===== config.mk =====
export PLATFORM = sky130hd
export DESIGN_NAME = mario_motion_controller
export DESIGN_NICKNAME = d
export VERILOG_FILES = /design/src/rtl/mario_pkg.sv /design/src/rtl/key_slot_match.sv /design/src/rtl/mario_motion_controller.sv
export SDC_FILE = /design/constraint.sdc
export NUM_CORES = 1
export LEC_CHECK = 0
export CORE_UTILIZATION = 55
export CTS_CLUSTER_DIAMETER = 30
export DETAILED_ROUTE_END_ITERATION = 10
export DONT_BUFFER_PORTS = 1
export GPL_TIMING_DRIVEN = 0
export PLACE_DENSITY = 0.81
export SLEW_MARGIN = 40
export SYNTH_ARGS = -nofsm -noshare
export SYNTH_HDL_FRONTEND = slang
export SYNTH_SLANG_ARGS = --single-unit
export TNS_END_PERCENT = 1

===== constraint.sdc =====
create_clock -name Clk -period 3.5 [get_ports Clk]
set_input_delay 0.525 -clock Clk [delete_from_list [all_inputs] [get_ports Clk]]
set_output_delay 0.525 -clock Clk [all_outputs]
set_load 0.005 [all_outputs]

===== src/rtl/mario_pkg.sv =====
// Shared types and HID key codes for the player motion controller.
package mario_pkg;

  typedef enum logic [1:0] {
    GROUND = 2'd0,
    RISE   = 2'd1,
    FALL   = 2'd2
  } jump_state_t;

  localparam logic [7:0] KEY_W = 8'h1A;
  localparam logic [7:0] KEY_A = 8'h04;
  localparam logic [7:0] KEY_D = 8'h07;

endpackage


===== src/rtl/key_slot_match.sv =====
// Reports whether an 8-bit HID usage code appears in any of the four keycode slots.
module key_slot_match (
  input  logic [31:0] keycode,
  input  logic [7:0]  code,
  output logic        hit
);

  assign hit = (keycode[31:24] == code) | (keycode[23:16] == code) |
               (keycode[15:8]  == code) | (keycode[7:0]   == code);

endmodule


===== src/rtl/mario_motion_controller.sv =====
// Frame-locked jump/fall sequencer producing signed per-frame X/Y step velocities.
module mario_motion_controller
  import mario_pkg::*;
#(
  parameter int VEL_W      = 8,
  parameter int WALK_SPEED = 2,
  parameter int JUMP_V     = 12,
  parameter int GRAVITY    = 1,
  parameter int MAX_FALL   = 8,
  parameter int CUT_V      = 4
) (
  input  logic                    Clk,
  input  logic                    Reset,
  input  logic                    frame_tick,
  input  logic [31:0]             keycode,
  input  logic                    on_ground,
  output logic signed [VEL_W-1:0] x_vel,
  output logic signed [VEL_W-1:0] y_vel,
  output logic                    facing_left,
  output logic                    walking,
  output logic [1:0]              jump_state
);

  localparam int W1 = VEL_W + 1;
  localparam logic signed [W1-1:0] GRAV_E   = W1'(GRAVITY);
  localparam logic signed [W1-1:0] MAX_E    = W1'(MAX_FALL);
  localparam logic signed [W1-1:0] NEG_CUT  = W1'(-CUT_V);
  localparam logic signed [VEL_W-1:0] NEG_JUMP = VEL_W'(-JUMP_V);
  localparam logic signed [VEL_W-1:0] POS_WALK = VEL_W'(WALK_SPEED);
  localparam logic signed [VEL_W-1:0] NEG_WALK = VEL_W'(-WALK_SPEED);
  localparam logic signed [VEL_W-1:0] GRAV_V   = VEL_W'(GRAVITY);

  logic w_hit, a_hit, d_hit;

  key_slot_match u_match_w (.keycode(keycode), .code(KEY_W), .hit(w_hit));
  key_slot_match u_match_a (.keycode(keycode), .code(KEY_A), .hit(a_hit));
  key_slot_match u_match_d (.keycode(keycode), .code(KEY_D), .hit(d_hit));

  jump_state_t state;
  logic        w_prev;
  logic        w_rise;

  logic signed [VEL_W-1:0] x_next;
  logic signed [W1-1:0]    y_ext;
  logic signed [W1-1:0]    t_add;
  logic signed [W1-1:0]    rise_t;
  logic signed [W1-1:0]    fall_t;

  // One extra bit of headroom so y_vel + GRAVITY never wraps before the compares.
  always_comb begin
    x_next = '0;
    if (a_hit && !d_hit)      x_next = NEG_WALK;
    else if (d_hit && !a_hit) x_next = POS_WALK;

    w_rise = w_hit & ~w_prev;
    y_ext  = {y_vel[VEL_W-1], y_vel};
    t_add  = y_ext + GRAV_E;

    rise_t = t_add;
    if (!w_hit && (t_add < NEG_CUT)) rise_t = NEG_CUT;

    fall_t = (t_add > MAX_E) ? MAX_E : t_add;
  end

  // frame_tick qualifies every update; inputs are ignored in all other cycles.
  always_ff @(posedge Clk) begin
    if (Reset) begin
      x_vel       <= '0;
      y_vel       <= '0;
      facing_left <= 1'b0;
      walking     <= 1'b0;
      state       <= GROUND;
      w_prev      <= 1'b0;
    end else if (frame_tick) begin
      x_vel   <= x_next;
      walking <= (x_next != '0);
      if (a_hit && !d_hit)      facing_left <= 1'b1;
      else if (d_hit && !a_hit) facing_left <= 1'b0;
      w_prev <= w_hit;

      case (state)
        RISE: begin
          y_vel <= rise_t[VEL_W-1:0];
          if (rise_t >= 0) state <= FALL;
        end
        FALL: begin
          // Landing beats a same-tick W press: no jump on the landing frame.
          if (on_ground) begin
            state <= GROUND;
            y_vel <= '0;
          end else begin
            y_vel <= fall_t[VEL_W-1:0];
          end
        end
        default: begin
          // GROUND, and the unused encoding recovers through the same path.
          if (w_rise && on_ground) begin
            state <= RISE;
            y_vel <= NEG_JUMP;
          end else if (!on_ground) begin
            state <= FALL;
            y_vel <= GRAV_V;
          end else begin
            state <= GROUND;
            y_vel <= '0;
          end
        end
      endcase
    end
  end

  assign jump_state = state;

endmodule


==> flow_metrics.env, run 1 <==
export IMPL_critPathCapture="facing_left"
export IMPL_wire_per_inst_um=17.0
export IMPL_syn_num_nets=227
export IMPL_ir_drop_uv=221
export IMPL_timing_setup_tns_ns=0
export IMPL_status="completed"
export IMPL_synthCells=187
export IMPL_synth_seq_cells=14
export IMPL_min_path_type="input port to flop"
export IMPL_cts_tree="done"
export IMPL_synth_warnings=0
export IMPL_hold_buffers=0
export IMPL_start_util=0.599
export IMPL_synth_ff_type="dfxtp_1"
export IMPL_dp_hpwl_um=2890
export IMPL_via_count=1477
export IMPL_io_buffers=0
export IMPL_drt_iter0_drc=25
export IMPL_cts_root_buf="clkbuf_4"
export IMPL_antenna_found_initial=0
export IMPL_fmax_ghz=0.435
export IMPL_drive_gt1_frac=0.215
export IMPL_routabilityCongestion=0.862
export IMPL_cp_end_kind="flop"
export IMPL_grt_pass1_vias=1420
export IMPL_final_setup_worst_slack_ns=1.20
export IMPL_die_width_um=54.7
export IMPL_nFillCells=243
export IMPL_synthTopCellsByArea="dfxtp_1 (18%), buf_4 (5.4%), nand2_1 (4.4%)"
export IMPL_async_flop_share=0
export IMPL_p_per_area_nw_per_um2=229
export IMPL_reg2regPathDepth=6
export IMPL_avgSynthCellArea_um2=8.16
export IMPL_cts_buffers=3
export IMPL_yosysSeqAreaShare=0.184
export IMPL_synth_edf_count=0
export IMPL_grt_total_usage=0.278
export IMPL_min_delay_start="Reset"
export IMPL_vias_per_cell=6.68
export IMPL_die_area_um2=2990
export IMPL_p_leak_uw=0.000558
export IMPL_postPlaceCellArea_um2=1560
export IMPL_report_final_slew_viol_count=0
export IMPL_stdcell_area_um2=1600
export IMPL_crit_type="input port to flop"
export IMPL_antenna_cells=0
export IMPL_syn_area_um2=1530
export IMPL_cts_max_path_buffers=2
export IMPL_clk_transition_reported_paths_ns=0.10
export IMPL_utilization=0.628
export IMPL_grt_ovfl_total=0
export IMPL_clk_insertion_delay_late_ns=0.30
export IMPL_cts_sinks=14
export IMPL_arrival_ns=2.50
export IMPL_synth_top_area_share=0.184
export IMPL_maxCapViolations=0
export IMPL_crit_fanout=2
export IMPL_routed_wl_um=3760
export IMPL_startpoint_type="input port"
export IMPL_critPathLaunch="keycode[21]"
export IMPL_grt_pass1_wl_um=5870
export IMPL_setup_violations=0
export IMPL_tightest_slew_ns=0.661
export IMPL_dr_pass1_iters=4
export IMPL_slew_headroom=0.553
export IMPL_die_height_um=54.7
export IMPL_ios=56
export IMPL_drc=0
export IMPL_power_uw=366
export IMPL_area_growth_pct=4.84
export IMPL_r2r_start="jump_state[0]"
export IMPL_min_period_ns=2.30
export IMPL_coreArea_um2=2540
export IMPL_rows=18
export IMPL_required_ns=3.70
export IMPL_r2r_setup_slack_ns=1.23
export IMPL_drt_antenna_violating_nets=0
export IMPL_cts_setup_buffers=0
export IMPL_fin_nets=232
export IMPL_timing_final_crit_share=0.656
export IMPL_r2r_end="y_vel[5]"
export IMPL_netlist_cell_type_count=63
export IMPL_h_tree_depth=1
export IMPL_rsz0062_at_grt="no"
export IMPL_dpl_worst_slack_ns=0.894
export IMPL_cts_resized=0
export IMPL_synth_area_leader_cell="dfxtp_1"
export IMPL_grt_max_degree=11
export IMPL_fin_worst_skew_ns=0.0125
export IMPL_hold_viol_final=0
-- power breakdown --
part	internal, µW	switching, µW	total [µW]	leakage (µW)
logic	33.0	40.3	73.3	0.000423
clock network	63.5	59.4	123	0.0000210
registers	164	5.13	169	0.000114
total	261	105	366	0.000558
-- registers in the layout (all words and copies together), names as in the netlist --
name / cells
y_vel: 8
jump_state: 2
x_vel: 2
facing_left: 1
w_prev: 1
-- layout make-up --
type	count	area (µm²)	area share
multi-input combinational	148	1070	0.667
buffer	18	151	0.0947
sequential	14	280	0.175
inverter	7	26.3	0.0164
clock buffer	4	36.3	0.0227
tap	30	37.5	0.0235
-- layer usage --
| metal | part of all wire | track usage | vias up | routed length (µm) |
|---|---|---|---|---|
| li1 | - | - | 697 | - |
| met1 | 0.41 | 0.297 | 697 | 1530 |
| met2 | 0.51 | 0.512 | 75 | 1930 |
| met3 | 0.058 | 0.0278 | 8 | 219 |
| met4 | 0.022 | 0.175 | 0 | 81 |
| met5 | 0 | 0 | - | 0 |
-- cell usage after synthesis (2+ instances only) --
cell,n
a211o_1,2
a211oi_1,3
a211oi_2,2
a21oi_1,3
a221oi_2,2
and2_1,2
buf_4,11
buf_6,3
clkbuf_8,2
dfxtp_1,14
ha_1,4
inv_1,7
mux2i_1,4
nand2_1,18
nand2b_1,5
nand3_1,4
nand4_1,2
nor2_1,18
nor2b_1,5
nor3_1,8
nor3b_1,4
nor4_2,3
o211ai_1,2
o21a_1,2
o21ai_0,6
o21bai_1,2
o221ai_1,2
o22ai_1,3
o2bb2ai_1,3
or3_1,3
or4b_2,2
xnor2_1,5
-- metrics by stage --
stage | std cells | hold WS, ns
6_report | 221 | 0.286
5_1_grt | 221 | 0.293
4_1_cts | 221 | 0.289
3_5_place_dp | 217 | 0.505
3_3_place_gp | 217 | 0.504
2_1_floorplan | 187 | 0.482
-- worst min-delay path by stage --
stage / end / slack [ns] / depth (start not counted)
final: x_vel[1] / 0.29 / 1
after CTS: x_vel[1] / 0.29 / 1
after floorplan: x_vel[1] / 0.48 / 2
after detailed placement: x_vel[1] / 0.50 / 2
after global placement: w_prev / 0.50 / 2
after global routing: x_vel[1] / 0.29 / 1
-- placed cells by master, fill, tap and decap left out, types with 2 or more instances in the layout --
cell / netlist / final
a221oi_2: 2 / 2
a211oi_2: 2 / 2
buf_4: 11 / 11
nand2b_1: 5 / 5
clkbuf_8: 2 / 3
nor3b_1: 4 / 4
nor2_1: 18 / 18
inv_1: 7 / 7
nor2b_1: 5 / 5
nand4_1: 2 / 2
a211oi_1: 3 / 3
nor4_2: 3 / 3
o21bai_1: 2 / 2
buf_6: 3 / 3
o211ai_1: 2 / 2
a211o_1: 2 / 2
xnor2_1: 5 / 5
nand2_1: 18 / 18
nor3_1: 8 / 8
o221ai_1: 2 / 2
nand3_1: 4 / 4
o2bb2ai_1: 3 / 3
or3_1: 3 / 3
o21ai_0: 6 / 6
o21a_1: 2 / 2
ha_1: 4 / 4
a21oi_1: 3 / 3
o22ai_1: 3 / 3
and2_1: 2 / 2
dfxtp_1: 14 / 14
or4b_2: 2 / 2
mux2i_1: 4 / 4
clkbuf_4: 0 / 3
-- critical path, stage by stage --
cell	delay [ns]
or3_1	0.39
or4b_2	0.65
nor3_1	0.17
or4_1	0.14
ha_1	0.24
nor2b_1	0.15
mux2i_1	0.19
nor2_1	0.05
-- logic make-up after synthesis --
kind of cell    share of synthesized area
compound gates                      0.249
flops                               0.184
other cells                       0.00246
simple gates                        0.360
buf+inv                             0.116
fa+ha+maj                          0.0328
mux                                0.0263
xor+xnor                           0.0287
Power figures use the tool's default switching activity.
==> run 2: changes to the inputs <==
==> constraint.sdc (replaced) <==
create_clock -name Clk -period 2.2 [get_ports Clk]
set_input_delay 0.33 -clock Clk [delete_from_list [all_inputs] [get_ports Clk]]
set_output_delay 0.33 -clock Clk [all_outputs]
set_load 0.005 [all_outputs]
==> run 2 against run 1 <==
  * Hold slack got worse by 0.18 ns
  * Critical path type is now flop to flop
  * First-iteration DRC count increased by 120%
  * Final cell count fell by 0.45%
  * Clock power up 29%
  * Critical endpoint is now y_vel[0]
==> flow_metrics.env, run 2 (synthesis results as in run 1) <==
export IMPL_status="completed"
export IMPL_critPathLaunch="y_vel[1]"
export IMPL_drive_gt1_frac=0.232
export IMPL_cts_max_path_buffers=2
export IMPL_largest_register_ff_count=8
export IMPL_area_growth_pct=6.56
export IMPL_cts_root_buf="clkbuf_4"
export IMPL_cts_buffers=3
export IMPL_fmax_ghz=0.480
export IMPL_vias_per_cell=6.54
export IMPL_antenna_found_initial=0
export IMPL_coreArea_um2=2540
export IMPL_fin_nets=232
export IMPL_ios=56
export IMPL_dr_pass1_iters=4
export IMPL_setup_violations=0
export IMPL_postPlaceCellArea_um2=1570
export IMPL_start_util=0.599
export IMPL_drt_iter0_drc=55
export IMPL_crit_fanout=9
export IMPL_drt_antenna_violating_nets=0
export IMPL_rows=18
export IMPL_min_period_ns=2.08
export IMPL_clk_insertion_delay_late_ns=0.29
export IMPL_grt_pass1_vias=1396
export IMPL_report_final_slew_viol_count=0
export IMPL_timing_setup_tns_ns=0
export IMPL_dpl_worst_slack_ns=-0.201
export IMPL_timing_final_crit_share=0.946
export IMPL_critPathCapture="y_vel[0]"
export IMPL_grt_ovfl_total=0
export IMPL_stdcell_area_um2=1630
export IMPL_utilization=0.639
export IMPL_h_tree_depth=1
export IMPL_startpoint_type="flop"
export IMPL_required_ns=2.43
export IMPL_p_per_area_nw_per_um2=338
export IMPL_cts_sinks=14
export IMPL_r2r_end="y_vel[0]"
export IMPL_via_count=1438
export IMPL_ir_drop_uv=262
export IMPL_min_path_type="input port to flop"
export IMPL_p_leak_uw=0.000568
export IMPL_reg2regPathDepth=8
export IMPL_wire_per_inst_um=17.2
export IMPL_routed_wl_um=3780
export IMPL_largest_register="y_vel"
export IMPL_arrival_ns=2.31
export IMPL_maxCapViolations=0
export IMPL_die_area_um2=2990
export IMPL_cts_tree="done"
export IMPL_die_width_um=54.7
export IMPL_grt_pass1_wl_um=5920
export IMPL_hold_buffers=0
export IMPL_routabilityCongestion=0.871
export IMPL_die_height_um=54.7
export IMPL_cts_setup_buffers=0
export IMPL_io_buffers=0
export IMPL_clk_transition_reported_paths_ns=0.10
export IMPL_drc=0
export IMPL_cp_end_kind="flop"
export IMPL_hold_viol_final=0
export IMPL_fin_worst_skew_ns=0.00554
export IMPL_dp_hpwl_um=2980
export IMPL_r2r_setup_slack_ns=0.12
export IMPL_crit_type="flop to flop"
export IMPL_final_setup_worst_slack_ns=0.119
export IMPL_antenna_cells=0
export IMPL_grt_max_degree=11
export IMPL_grt_total_usage=0.276
export IMPL_mostFrequentLayoutCells="nor2_1 (18), nand2_1 (18), dfxtp_1 (13)"
export IMPL_r2r_start="y_vel[1]"
## run 2: cell types whose count changed in the layout (fill, tap and decap cells not counted), sizes merged
cell / previous run / this run
clkbuf: 7 / 6
## run 2: stage by stage
stage	power, µW	hold WS (ns)	cells
after floorplan	370	0.408	187
after global placement	385	0.412	217
after detailed placement	389	0.413	217
after CTS	542	0.111	220
after global routing	562	0.115	220
final	549	0.110	220
## run 2: how the worst min path moves through the flow
stage | from | endpoint | slack (ns) | cells past startpoint
2_1_floorplan | Reset | x_vel[1] | 0.41 | 1
3_3_place_gp | Reset | x_vel[1] | 0.41 | 1
3_5_place_dp | Reset | x_vel[1] | 0.41 | 1
4_1_cts | Reset | x_vel[1] | 0.11 | 1
5_1_grt | Reset | x_vel[1] | 0.12 | 1
6_report | Reset | x_vel[1] | 0.11 | 1
## run 2: routing by layer
layer	GRT usage	vias up	part of all wire
li1	-	696	-
met3	0.0583	9	0.071
met4	0.120	0	0.020
met2	0.486	60	0.50
met5	0	-	0
met1	0.316	673	0.40
## run 2: timing repair
action	CTS	global route
gates cloned	0	0
resized for setup	2	5
setup endpoints to repair	2	5
pin swaps	0	0
## run 2: power by group
part	leakage [µW]	internal, µW	switching (µW)	total [µW]
Combinational	0.000439	56.0	65.5	121
Sequential	0.000115	260	8.20	268
Clock	0.0000138	63.7	95.3	159
## run 2: critical path, cell delays in order (launching register included)
cell and delay (ns):
dfxtp_4 0.39, ha_1 0.18, buf_4 0.17, and3_4 0.21, nor4_4 0.17, o211ai_2 0.15, o21a_1 0.22, or4_4 0.48
o21ai_2 0.07
## run 2: area by class of cell
| cell class | count | area, µm² |
|---|---|---|
| multi-input combinational | 148 | 1100 |
| fill | 225 | 920 |
| sequential | 14 | 284 |
| buffer | 18 | 151 |
| tap | 30 | 37.5 |
| inverter | 7 | 26.3 |
| clock buffer | 3 | 22.5 |
==> run 3: changes to the inputs <==
--- a/config.mk
+++ b/config.mk
@@ -5,12 +5,12 @@
 export SDC_FILE = /design/constraint.sdc
 export NUM_CORES = 1
 export LEC_CHECK = 0
-export CORE_UTILIZATION = 55
+export CORE_UTILIZATION = 45
 export CTS_CLUSTER_DIAMETER = 30
 export DETAILED_ROUTE_END_ITERATION = 10
 export DONT_BUFFER_PORTS = 1
 export GPL_TIMING_DRIVEN = 0
-export PLACE_DENSITY = 0.81
+export PLACE_DENSITY = 0.71
 export SLEW_MARGIN = 40
 export SYNTH_ARGS = -nofsm -noshare
 export SYNTH_HDL_FRONTEND = slang
==> run 3 against run 2 <==
  * Utilization shrank 11 points
  * Largest cell class unchanged
  * Register-to-register slack got worse by 0.03 ns
  * Clock power grew 23%
  * Critical path depth unchanged
  * Critical path type unchanged
==> flow_metrics.env, run 3 (synthesis results as in run 1) <==
export IMPL_status="completed"
export IMPL_r2r_start="y_vel[1]"
export IMPL_dr_pass1_iters=4
export IMPL_critPathCapture="y_vel[0]"
export IMPL_ios=56
export IMPL_setup_violations=0
export IMPL_cts_tree="done"
export IMPL_cts_root_buf="clkbuf_4"
export IMPL_timing_final_crit_share=0.961
export IMPL_drt_antenna_violating_nets=0
export IMPL_io_buffers=0
export IMPL_start_util=0.488
export IMPL_grt_max_degree=11
export IMPL_clk_insertion_delay_late_ns=0.29
export IMPL_p_per_area_nw_per_um2=354
export IMPL_r2r_setup_slack_ns=0.09
export IMPL_coreArea_um2=3130
export IMPL_grt_ovfl_total=0
export IMPL_report_final_slew_viol_count=0
export IMPL_wire_per_inst_um=15.6
export IMPL_clk_transition_reported_paths_ns=0.09
export IMPL_fmax_ghz=0.473
export IMPL_crit_type="flop to flop"
export IMPL_largest_register="y_vel"
export IMPL_drive_gt1_frac=0.236
export IMPL_startpoint_type="flop"
export IMPL_utilization=0.529
export IMPL_arrival_ns=2.34
export IMPL_antenna_found_initial=0
export IMPL_slew_headroom=0.645
export IMPL_grt_pass1_wl_um=6160
export IMPL_r2r_end="y_vel[0]"
export IMPL_critPathLaunch="y_vel[1]"
export IMPL_cts_buffers=3
export IMPL_vias_per_cell=6.06
export IMPL_drc=0
export IMPL_min_path_type="input port to flop"
export IMPL_routed_wl_um=3670
export IMPL_rsz0062_at_grt="no"
export IMPL_maxCapViolations=0
export IMPL_cp_end_kind="flop"
export IMPL_die_height_um=60.2
export IMPL_reg2regPathDepth=8
export IMPL_required_ns=2.43
export IMPL_whs_ns=0.107
export IMPL_cts_sinks=14
export IMPL_hold_viol_final=0
export IMPL_via_count=1424
export IMPL_die_area_um2=3630
export IMPL_antenna_cells=0
export IMPL_cts_max_path_buffers=2
export IMPL_p_leak_uw=0.000575
export IMPL_dp_hpwl_um=2900
export IMPL_rows=20
export IMPL_nFillCells=301
export IMPL_area_growth_pct=8.53
export IMPL_grt_total_usage=0.223
export IMPL_routabilityCongestion=0.872
export IMPL_ir_drop_uv=255
export IMPL_h_tree_depth=1
export IMPL_fin_nets=232
export IMPL_largest_register_ff_count=8
export IMPL_tightest_slew_ns=0.532
export IMPL_cts_setup_buffers=0
export IMPL_die_width_um=60.2
export IMPL_fin_worst_skew_ns=0.000483
export IMPL_min_period_ns=2.11
export IMPL_mostFrequentLayoutCells="nor2_1 (18), nand2_1 (18), dfxtp_1 (12)"
export IMPL_grt_pass1_vias=1447
export IMPL_drt_iter0_drc=126
export IMPL_crit_fanout=9
==> run 3: changes by cell type in the layout (fill, tap and decap cells not counted) <==
cell,previous run,this run
dfxtp_1,13,12
nor2b_1,3,4
dfxtp_2,0,1
clkbuf_8,2,3
nor2b_2,2,1
==> run 3: how the worst min path moves through the flow <==
stage / from / endpoint / slack (ns) / cells past startpoint
finish: Reset / x_vel[1] / 0.11 / 1
floorplan: Reset / x_vel[1] / 0.41 / 1
global placement: Reset / x_vel[1] / 0.41 / 1
CTS: Reset / x_vel[1] / 0.10 / 1
global route: Reset / x_vel[1] / 0.1 / 1
detailed placement: Reset / x_vel[1] / 0.41 / 1
==> run 3: metrics by stage <==
step	power, µW	cells	cell area (µm²)	setup TNS (ns)	setup slack (ns)
2_1_floorplan	370	187	1530	0	0.0183
3_3_place_gp	385	231	1590	-0.0716	-0.0716
3_5_place_dp	390	231	1590	-0.127	-0.0826
4_1_cts	587	235	1630	0	0.0381
5_1_grt	616	235	1660	0	0.00641
6_report	585	235	1660	0	0.0866
==> run 3: power by group <==
group	leakage (µW)	total [µW]	switching, µW	internal (µW)
registers	0.000115	268	8.00	260
clock network	0.0000210	196	95.6	101
logic	0.000439	121	64.8	55.8
total	0.000575	585	168	417
==> run 3: per-layer routing <==
metal / wire, µm / track usage
met1: 1550 / 0.271
met2: 1790 / 0.381
met3: 282 / 0.0390
met4: 55 / 0.0930
met5: 0 / 0
==> run 3: final cells by class <==
type	count	area (µm²)	area share
multi-input cells	148	1100	0.665
plain buffers	18	151	0.0915
clock buffers	4	36.3	0.0219
inverters	7	26.3	0.0159
flip-flops and latches	14	285	0.172
well taps	44	55.1	0.0333
==> run 3: worst max-delay path, stage by stage, from the launching register on <==
cell and delay, ns:
dfxtp_4 0.39, ha_1 0.18, buf_4 0.17, and3_4 0.21, nor4_4 0.18, o211ai_2 0.14, o21a_1 0.23, or4_4 0.48
o21ai_2 0.06
==> run 3: repair_timing <==
action / CTS / global route
hold buffers: 0 / 0
resized for setup: 2 / 5
endpoints found under the hold margin: 0 / 0
endpoints found under the setup margin: 4 / 5
